[src/rtl/mc_ctrl.sv]
// mc_ctrl: multicycle control unit for the sccomp MIPS-subset datapath.
// A Moore FSM walks each instruction through fetch, decode, execute, memory
// and write-back. Instruction and data accesses share one memory port.
//
// Memory handshake: mem_rd_o/mem_wr_o (with iord_o) are a request that stays
// constant for as long as the FSM sits in FETCH, MEMRD or MEMWR. The access
// completes in the cycle mem_ready_i is 1 during such a request. mem_ready_i
// is ignored in all other states.
//
// Optional feature: define MC_CTRL_TRAP_EN to build the TRAP state. Unknown
// opcodes and illegal R-type funct values then vector through
// pc_src_o = VECTOR_SEL with a one-cycle illegal_o pulse. Without it, unknown
// opcodes retire as a DECODE-terminated NOP, and illegal_o is tied to 0.
//
// Parameters: VECTOR_SEL - pc_src code that selects the exception vector.
// Ports:
//   clk_i, rst_i          clock, synchronous active-high reset
//   op_i, funct_i         IR opcode / function fields
//   zero_i                ALU zero flag (same cycle)
//   mem_ready_i           memory completes the current access this cycle
//   pc_wr_o .. mem_wr_o   write / access strobes (forced to 0 during reset)
//   iord_o .. pc_src_o    datapath mux selects and ALU control
//   instr_done_o          high in the last cycle of every instruction
//   illegal_o             trap pulse
//   state_o               current state code, for debug
module mc_ctrl #(
    parameter logic [1:0] VECTOR_SEL = 2'b11
) (
    input  logic       clk_i,
    input  logic       rst_i,
    input  logic [5:0] op_i,
    input  logic [5:0] funct_i,
    input  logic       zero_i,
    input  logic       mem_ready_i,
    output logic       pc_wr_o,
    output logic       ir_wr_o,
    output logic       reg_wr_o,
    output logic       mem_rd_o,
    output logic       mem_wr_o,
    output logic       iord_o,
    output logic       reg_dst_o,
    output logic       mem_to_reg_o,
    output logic       alu_src_a_o,
    output logic [1:0] alu_src_b_o,
    output logic [1:0] alu_op_o,
    output logic [1:0] pc_src_o,
    output logic       instr_done_o,
    output logic       illegal_o,
    output logic [3:0] state_o
);

    localparam logic [5:0] OP_R    = 6'h00;
    localparam logic [5:0] OP_LW   = 6'h23;
    localparam logic [5:0] OP_SW   = 6'h2B;
    localparam logic [5:0] OP_BEQ  = 6'h04;
    localparam logic [5:0] OP_BNE  = 6'h05;
    localparam logic [5:0] OP_ADDI = 6'h08;
    localparam logic [5:0] OP_J    = 6'h02;

    typedef enum logic [3:0] {
        S_FETCH  = 4'd0,
        S_DECODE = 4'd1,
        S_MEMADR = 4'd2,
        S_MEMRD  = 4'd3,
        S_MEMWB  = 4'd4,
        S_MEMWR  = 4'd5,
        S_EXEC   = 4'd6,
        S_ALUWB  = 4'd7,
        S_BRANCH = 4'd8,
        S_ADDIEX = 4'd9,
        S_ADDIWB = 4'd10,
`ifdef MC_CTRL_TRAP_EN
        S_JUMP   = 4'd11,
        S_TRAP   = 4'd12
`else
        S_JUMP   = 4'd11
`endif
    } state_e;

    // Outputs that depend on the state alone; registered alongside the state.
    typedef struct packed {
        logic       mem_rd;
        logic       mem_wr;
        logic       iord;
        logic       reg_wr;
        logic       reg_dst;
        logic       mem_to_reg;
        logic       alu_src_a;
        logic [1:0] alu_src_b;
        logic [1:0] alu_op;
        logic [1:0] pc_src;
        logic       pc_wr;
`ifdef MC_CTRL_TRAP_EN
        logic       illegal;
`endif
    } mo_t;

    function automatic mo_t moore(input state_e s);
        mo_t m;
        m = '0;
        case (s)
            S_FETCH:  begin m.mem_rd = 1'b1; m.alu_src_b = 2'b01; end
            S_DECODE: m.alu_src_b = 2'b11;
            S_MEMADR: begin m.alu_src_a = 1'b1; m.alu_src_b = 2'b10; end
            S_MEMRD:  begin m.mem_rd = 1'b1; m.iord = 1'b1; end
            S_MEMWB:  begin m.reg_wr = 1'b1; m.mem_to_reg = 1'b1; end
            S_MEMWR:  begin m.mem_wr = 1'b1; m.iord = 1'b1; end
            S_EXEC:   begin m.alu_src_a = 1'b1; m.alu_op = 2'b10; end
            S_ALUWB:  begin m.reg_wr = 1'b1; m.reg_dst = 1'b1; end
            S_BRANCH: begin m.alu_src_a = 1'b1; m.alu_op = 2'b01; m.pc_src = 2'b01; end
            S_ADDIEX: begin m.alu_src_a = 1'b1; m.alu_src_b = 2'b10; end
            S_ADDIWB: m.reg_wr = 1'b1;
            S_JUMP:   begin m.pc_src = 2'b10; m.pc_wr = 1'b1; end
`ifdef MC_CTRL_TRAP_EN
            S_TRAP:   begin m.pc_src = VECTOR_SEL; m.pc_wr = 1'b1; m.illegal = 1'b1; end
`endif
            default:  m = '0;
        endcase
        return m;
    endfunction

    state_e state_q, state_d;
    mo_t    mo_q;
    logic   funct_legal;
    logic   run;

`ifdef MC_CTRL_TRAP_EN
    assign funct_legal = (funct_i == 6'h20) || (funct_i == 6'h22) || (funct_i == 6'h24) ||
                         (funct_i == 6'h25) || (funct_i == 6'h2A);
`else
    // funct is only needed for the legality check of the trap build.
    logic unused_funct;
    assign funct_legal  = 1'b1;
    assign unused_funct = ^funct_i;
`endif

    always_comb begin
        state_d = state_q;
        case (state_q)
            S_FETCH:  if (mem_ready_i) state_d = S_DECODE;
            S_DECODE: begin
                case (op_i)
                    OP_LW, OP_SW:   state_d = S_MEMADR;
`ifdef MC_CTRL_TRAP_EN
                    OP_R:           state_d = funct_legal ? S_EXEC : S_TRAP;
`else
                    OP_R:           state_d = funct_legal ? S_EXEC : S_FETCH;
`endif
                    OP_BEQ, OP_BNE: state_d = S_BRANCH;
                    OP_ADDI:        state_d = S_ADDIEX;
                    OP_J:           state_d = S_JUMP;
`ifdef MC_CTRL_TRAP_EN
                    default:        state_d = S_TRAP;
`else
                    default:        state_d = S_FETCH;
`endif
                endcase
            end
            S_MEMADR: state_d = (op_i == OP_SW) ? S_MEMWR : S_MEMRD;
            S_MEMRD:  if (mem_ready_i) state_d = S_MEMWB;
            S_MEMWR:  if (mem_ready_i) state_d = S_FETCH;
            S_EXEC:   state_d = S_ALUWB;
            S_ADDIEX: state_d = S_ADDIWB;
            default:  state_d = S_FETCH;
        endcase
    end

    always_ff @(posedge clk_i) begin
        if (rst_i) begin
            state_q <= S_FETCH;
            mo_q    <= moore(S_FETCH);
        end else begin
            state_q <= state_d;
            mo_q    <= moore(state_d);
        end
    end

    // Strobes are qualified by !rst_i so nothing writes while reset is held,
    // even though the registered state still shows the aborted instruction.
    logic fetch_hs, br_take;
    assign run      = !rst_i;
    assign fetch_hs = (state_q == S_FETCH) && mem_ready_i;
    assign br_take  = (state_q == S_BRANCH) && ((op_i == OP_BEQ) ? zero_i : !zero_i);

    assign pc_wr_o      = run && (mo_q.pc_wr || fetch_hs || br_take);
    assign ir_wr_o      = run && fetch_hs;
    assign reg_wr_o     = run && mo_q.reg_wr;
    assign mem_rd_o     = run && mo_q.mem_rd;
    assign mem_wr_o     = run && mo_q.mem_wr;
    assign iord_o       = mo_q.iord;
    assign reg_dst_o    = mo_q.reg_dst;
    assign mem_to_reg_o = mo_q.mem_to_reg;
    assign alu_src_a_o  = mo_q.alu_src_a;
    assign alu_src_b_o  = mo_q.alu_src_b;
    assign alu_op_o     = mo_q.alu_op;
    assign pc_src_o     = mo_q.pc_src;
    // Last cycle of an instruction: leaving for FETCH from anywhere else.
    assign instr_done_o = run && (state_q != S_FETCH) && (state_d == S_FETCH);
`ifdef MC_CTRL_TRAP_EN
    assign illegal_o    = run && mo_q.illegal;
`else
    assign illegal_o    = 1'b0;
`endif
    assign state_o      = state_q;

endmodule

[config.mk]
export PLATFORM = sky130hd
export DESIGN_NAME = mc_ctrl
export DESIGN_NICKNAME = d
export VERILOG_FILES = /design/src/rtl/mc_ctrl.sv
export SDC_FILE = /design/constraint.sdc
export NUM_CORES = 1
export LEC_CHECK = 0
export BUFFER_PORTS_ARGS = -buffer_cell sky130_fd_sc_hd__buf_2
export CAP_MARGIN = 20
export CORE_ASPECT_RATIO = 1.25
export CORE_MARGIN = 2
export CORE_UTILIZATION = 40
export DETAILED_ROUTE_END_ITERATION = 8
export PLACE_DENSITY = 0.77
export RECOVER_POWER = 100
export SLEW_MARGIN = 20
export SYNTH_ARGS = -nofsm -noshare
export SYNTH_HDL_FRONTEND = slang
export SYNTH_SLANG_ARGS = --single-unit
[constraint.sdc]
create_clock -name clk_i -period 2.2 [get_ports clk_i]
set_clock_uncertainty 0.2 [all_clocks]
set_input_delay 0.33 -clock clk_i [delete_from_list [all_inputs] [get_ports clk_i]]
set_output_delay 0.33 -clock clk_i [all_outputs]
set_load 0.01 [all_outputs]
Yosys cells after proc, flatten, opt, wreduce, memory -nomap -nowiden. Cells that the tools add are included.

Add/sub/neg operators: 0. Reduce and logical (&&, ||, !) cells: 24. Equal/unequal tests: 24. Muxes and demuxes: 18. Multiply operators: 0. Bitwise gates (word level): 0. Order comparisons: 0. Shift operators: 0. Div/mod/pow operators: 0.

Operators by type and width (count): $pmux W4 S7 (1); $eq A4 B3 Y1 const B (6); $eq A4 B4 Y1 const B (6); $pmux W4 S5 (1); $eq A4 B2 Y1 const B (4); $eq A6 B3 Y1 const B (2); $eq A6 B6 Y1 const B (2); $mux W4 (3); $reduce_or A2 Y1 (5); $logic_and A1 B1 Y1 (9); $mux W1 (9); $eq A4 B1 Y1 const B (2); $logic_not A4 Y1 (2); $pmux W2 S2 (2); $eq A6 B2 Y1 const B (1); $eq A6 B4 Y1 const B (1); $logic_not A6 Y1 (1); $pmux W2 S3 (1); $reduce_bool A4 Y1 (1); $reduce_or A4 Y1 (1); $mux W3 (1); $reduce_or A3 Y1 (1); $logic_not A1 Y1 (2); $logic_or A1 B1 Y1 (2).

Memory bits (writable): 0. Word-level logic and storage cells: 78. Memories: 0. Latch bits: 0. ROM bits: 0. Register bits after elaboration: 18. Bits of input ports: 16. Output and inout bits: 21.

Logic depth before layout (Yosys ltp).
Word-level depth: 7. Gate-level depth with buffers: 7.

Worst setup path before layout. OpenSTA, ideal clock, no wires.

Path type: reg-to-output. Start point: reg state_q[3], in the netlist state_o[3]. End point: out instr_done_o. Path buffers: 2. Arrival: 1.914 ns. Path slack: -0.244 ns. Stages on the path, launching flop included: 8. Required time: 1.670 ns. Cell sequence: dfxtp_1 > buf_2 > nand2b_1 > a21oi_1 > or4_1 > buf_4 > nand2b_1 > nor4_1.

Cells in the longest elaborated chain, start to end: 4. Elaborated cells between the ends (all ways): 15. Classes of those cells: eq/ne (6); mux (4); reduce/logical (5).

Ends and longest elaborated chain: start, declared (RTL line 122) `state_e state_q, state_d;`; start signal, assigned (RTL line 173) `state_q <= state_d;`; $eq A4 B4 Y1 (tied with other cells) (RTL line 139) `case (state_q)`; $pmux W4 S7 (RTL line 139); $logic_not A4 Y1 (RTL line 198) `assign instr_done_o = run && (state_q != S_FETCH) && (state_d == S_FETCH);`; $logic_and A1 B1 Y1 * (RTL line 198); end, declared (RTL line 47) `output logic instr_done_o,`.

Every way passes the cells marked *; elsewhere a longest branch is shown, timed or not.

Final worst setup path.
Start point: reg state_q[1], in the netlist state_o[1]. End point: out instr_done_o.

Same word-level chain as after synthesis.

==> flow_summary.rst <==
.. list-table::
   :header-rows: 1

   * - Metric
     - Value
   * - WP data required
     - about 1.7 ns
   * - Level count of the clock H-tree
     - 1
   * - Number of global-route vias before repair
     - between 900 and 1000
   * - Hold-critical path depth
     - 3
   * - Max-cap violations
     - 0
   * - CTS clock-pin slew for the worst setup and hold paths
     - 0.11 ns
   * - Maximum net fanout on the critical path
     - 2
   * - Clock tree from TritonCTS
     - yes
   * - Power per cell area
     - 449.3 nW/um^2
   * - Number of buffers created by CTS
     - 3
   * - Dominant delay contributor by cell family on the critical path
     - simple AND/OR/NAND/NOR gates
   * - Fin crit share
     - 117.4%
   * - Wire per inst
     - around 15 um
   * - Endpoint of the lowest-slack register-to-register path
     - mo_q[10]$_SDFF_PP0_
   * - Total track usage
     - between 20% and 30%
   * - Number of cells on the worst reg-to-reg path
     - 6
   * - Vias post-DR
     - about 1000
   * - Count of unresolved DRC violations after routing
     - 0
   * - Worst Setup Slack, final
     - -0.3824 ns
   * - Highest ir drop seen on vdd
     - between 0.0004 and 0.0005 V
   * - Cell Area, Synth
     - ~940 sq um
   * - Post-synthesis sequential area ratio
     - a little over a third
   * - CP Cell Sequence
     - buf_6 > or4b_4 > o21ba_4 > or4_4 > nand2b_4 > nor4_4 > buf_2
   * - Overall power
     - approximately 0.00062 W
   * - Cell at the slowest stage of the critical path
     - sky130_fd_sc_hd__or4_4
   * - Effective utilization at floorplan
     - around 43%
   * - Max-slew violation count
     - 0
   * - Setup violation total in the final timing report
     - 10
   * - Die Wd
     - 47.47 um
   * - Number of antenna cells inserted
     - 0
   * - Detailed-route wire length
     - between 2000 and 3000 um
   * - Root Buffer
     - sky130_fd_sc_hd__clkbuf_4
   * - Worst Hold Class
     - in -> reg
   * - Maximum clock insertion buffer count
     - 2
   * - Number of sinks driven by the clock tree
     - 17
   * - Placer Congestion
     - slightly above 0.8
   * - Post-detailed-route via-to-cell ratio
     - roughly 5.6
   * - Post-synthesis instance total
     - 110
   * - Number of distinct standard cells referenced by the synthesized netlist
     - 41
   * - Number of nets produced by synthesis
     - about 130
   * - Number of nets with antenna violations after detailed routing
     - 0
   * - Critical Path End Type
     - primary output
   * - Status
     - finished with violations
   * - Nature of the critical path startpoint
     - flop
   * - Delay of the slowest cell on the worst path
     - around 0.5 ns
   * - Static leakage
     - between 0.5 and 0.6 nW
   * - Wire length of the first global-routing pass
     - approximately 4300 um
   * - Count of input and output buffers
     - 29
   * - Register bit total from synthesis
     - 17
   * - Hold Path Origin
     - mem_ready_i
   * - Yosys warning total
     - 0
   * - Total congestion overflow after global routing
     - 0
   * - Die Outline Area
     - around 2800 sq um
   * - Syn Area/Cell
     - around 8.6 sq um
   * - Violation count after the first detailed-route iteration
     - 22
   * - Number of antenna violations at the first check in global routing
     - 0
   * - Fraction of layout cells with a size suffix above 1
     - approximately 46%
   * - I/O pin total
     - 37
   * - Worst min-delay path endpoint
     - alu_src_b_o[1]$_SDFF_PP0_
   * - Setup Crit Path Kind
     - reg -> out
   * - Endpoint arrival time on the critical path
     - between 2 and 2.5 ns
   * - Setup repair after global routing missed its margin
     - true
   * - Failing checks
     - setup timing
   * - Maximum achievable frequency
     - between 0.3 and 0.4 GHz
   * - Buffers and inverters on the worst path
     - 2
   * - Area of the core region
     - 2211 sq um
   * - Worst slack, placed
     - -0.1217 ns
   * - Hpwl dp
     - roughly 1700 um
   * - Area added between synthesis and finish
     - 46.36%
   * - Total count of hold-check failures in the final report
     - 0
   * - Vertical die dimension
     - ~60 um
   * - Insertion delay to the later sink of the worst-skew pair
     - 0.30 ns
   * - Pre-Repair DR Iteration Count
     - 5
   * - Final min period
     - approximately 2.6 ns
   * - FF-to-FF Start
     - state_o[3]$_SDFF_PP0_
   * - Fin nets
     - between 150 and 200
   * - Largest net degree at the start of global routing
     - 20
   * - # rows
     - 19
   * - Reg-to-reg setup timing slack
     - -0.12 ns
==> kinds of logic after synthesis <==
logic type                Yosys count  synth area share, %
other                               1               0.3970
buffers and inverters              15                9.669
AOI/OAI and AO/OA                  17                13.38
DFF                                17                36.03
and+or+nand+nor                    57                37.75
xor gates and xnor gates            3                2.782
==> timing repair <==
action	4_1_cts	5_1_grt
hold buffers	0	0
pin swaps	3	1
gates cloned	0	0
setup buffers	3	4
resized for setup	15	11
endpoints found under the setup margin	10	14
==> placed cells by master, fill, tap and decap left out, types with 3 or more instances in the layout <==
cell	instances
sky130_fd_sc_hd__nor2b_1	4
sky130_fd_sc_hd__buf_6	4
sky130_fd_sc_hd__nand2b_1	3
sky130_fd_sc_hd__nand3b_1	3
sky130_fd_sc_hd__nor2_1	10
sky130_fd_sc_hd__dfxtp_1	14
sky130_fd_sc_hd__nor3_1	4
sky130_fd_sc_hd__clkbuf_1	12
sky130_fd_sc_hd__or3b_2	3
sky130_fd_sc_hd__dfxtp_2	3
sky130_fd_sc_hd__nand2b_4	3
sky130_fd_sc_hd__clkbuf_4	3
sky130_fd_sc_hd__buf_4	20
sky130_fd_sc_hd__buf_2	17
sky130_fd_sc_hd__nand3_1	4
==> per-layer routing <==
layer	track usage, %	wire length [um]	vias up
met3	4.601	179	12
met5	0	0	-
met2	36.10	1443	49
met4	11.51	110	0
li1	-	-	485
met1	26.25	1134	494
==> final cells by class <==
cell class	count	area, sq um
sequential	17	344.1
inverter	1	3.754
tap	31	38.79
clock inverter	1	5.005
timing repair buffer	54	340.3
multi-input combinational	78	628.1
fill	189	828.3
clock buffer	3	22.52
==> sequential cells by signal, summed over array words and instances, names as in the netlist <==
name and flops:
alu_op_o 2, alu_src_a_o 1, state_o 4, pc_src_o 1, mo_q 4, mem_to_reg_o 1, iord_o 1, alu_src_b_o 2
reg_dst_o 1
==> metrics by stage <==
stage,util (%),hold slack (ns),setup TNS (ns),instance area [sq um],instances
after floorplan,-,0.3032,0,972.2,110
after global placement,54.56,0.4566,-0.09305,1206,175
after detailed placement,54.56,0.4771,-0.2807,1206,175
after CTS,59.42,0.1728,-0.6810,1314,181
after global routing,62.54,0.1976,-1.460,1383,185
final,62.54,0.1820,-0.8356,1383,185
==> power by group <==
group	switching, W	leakage, nW	internal (W)
logic	0.0000688	0.411	0.0000661
clock network	0.000103	0.0177	0.0000677
registers	0.00000201	0.139	0.000313
total	0.000174	0.568	0.000447
==> worst max-delay path by stage <==
stage	endpoint	depth (start not counted)	slack [ns]	startpoint
after detailed placement	instr_done_o	6	-0.12	state_o[1]$_SDFF_PP0_
final	instr_done_o	7	-0.38	state_o[1]$_SDFF_PP0_
after global placement	instr_done_o	6	-0.09	state_o[1]$_SDFF_PP0_
after floorplan	instr_done_o	6	0.02	state_o[1]$_SDFF_PP0_
after global routing	instr_done_o	7	-0.44	state_o[1]$_SDFF_PP0_
after CTS	instr_done_o	7	-0.41	state_o[1]$_SDFF_PP0_
==> cell usage after synthesis, drive strengths merged <==
master / n / area, sq um
and3: 1 / 6.260
nor3b: 1 / 7.510
a31oi: 2 / 12.51
or3b: 3 / 26.28
a41o: 1 / 10.01
a221oi: 1 / 8.760
a31o: 1 / 8.760
or2: 1 / 6.260
inv: 1 / 3.750
xor2: 2 / 17.52
a21oi: 2 / 10.01
o311a: 1 / 10.01
conb: 1 / 3.750
o21a: 2 / 15.01
nand4bb: 1 / 11.26
or4b: 2 / 20.02
clkbuf: 2 / 7.510
nand3: 4 / 20.02
nand2: 3 / 11.26
o21ai: 2 / 10.00
nor4b: 3 / 26.28
xnor2: 1 / 8.760
o31ai: 1 / 7.510
nor2b: 4 / 25.02
nor4: 3 / 18.77
o21bai: 2 / 15.01
or4: 1 / 7.510
o21ba: 1 / 10.01
nand4b: 2 / 17.52
or3: 2 / 12.51
nand2b: 6 / 37.54
buf: 12 / 80.08
nor2: 10 / 37.54
nor4bb: 1 / 10.01
nand4: 2 / 12.51
nand3b: 3 / 22.52
dfxtp: 17 / 340.3
a2111oi: 1 / 8.760
nor3: 4 / 20.02
==> tightest hold or removal path: cells and delay by family <==
kind	cells	cell delay (ns)
buffers and inverters	1	0.14
AND/OR/NAND/NOR	1	0.09
AO/OA/AOI/OAI	1	0.08
Note: power is estimated with default switching activity, not from simulation.
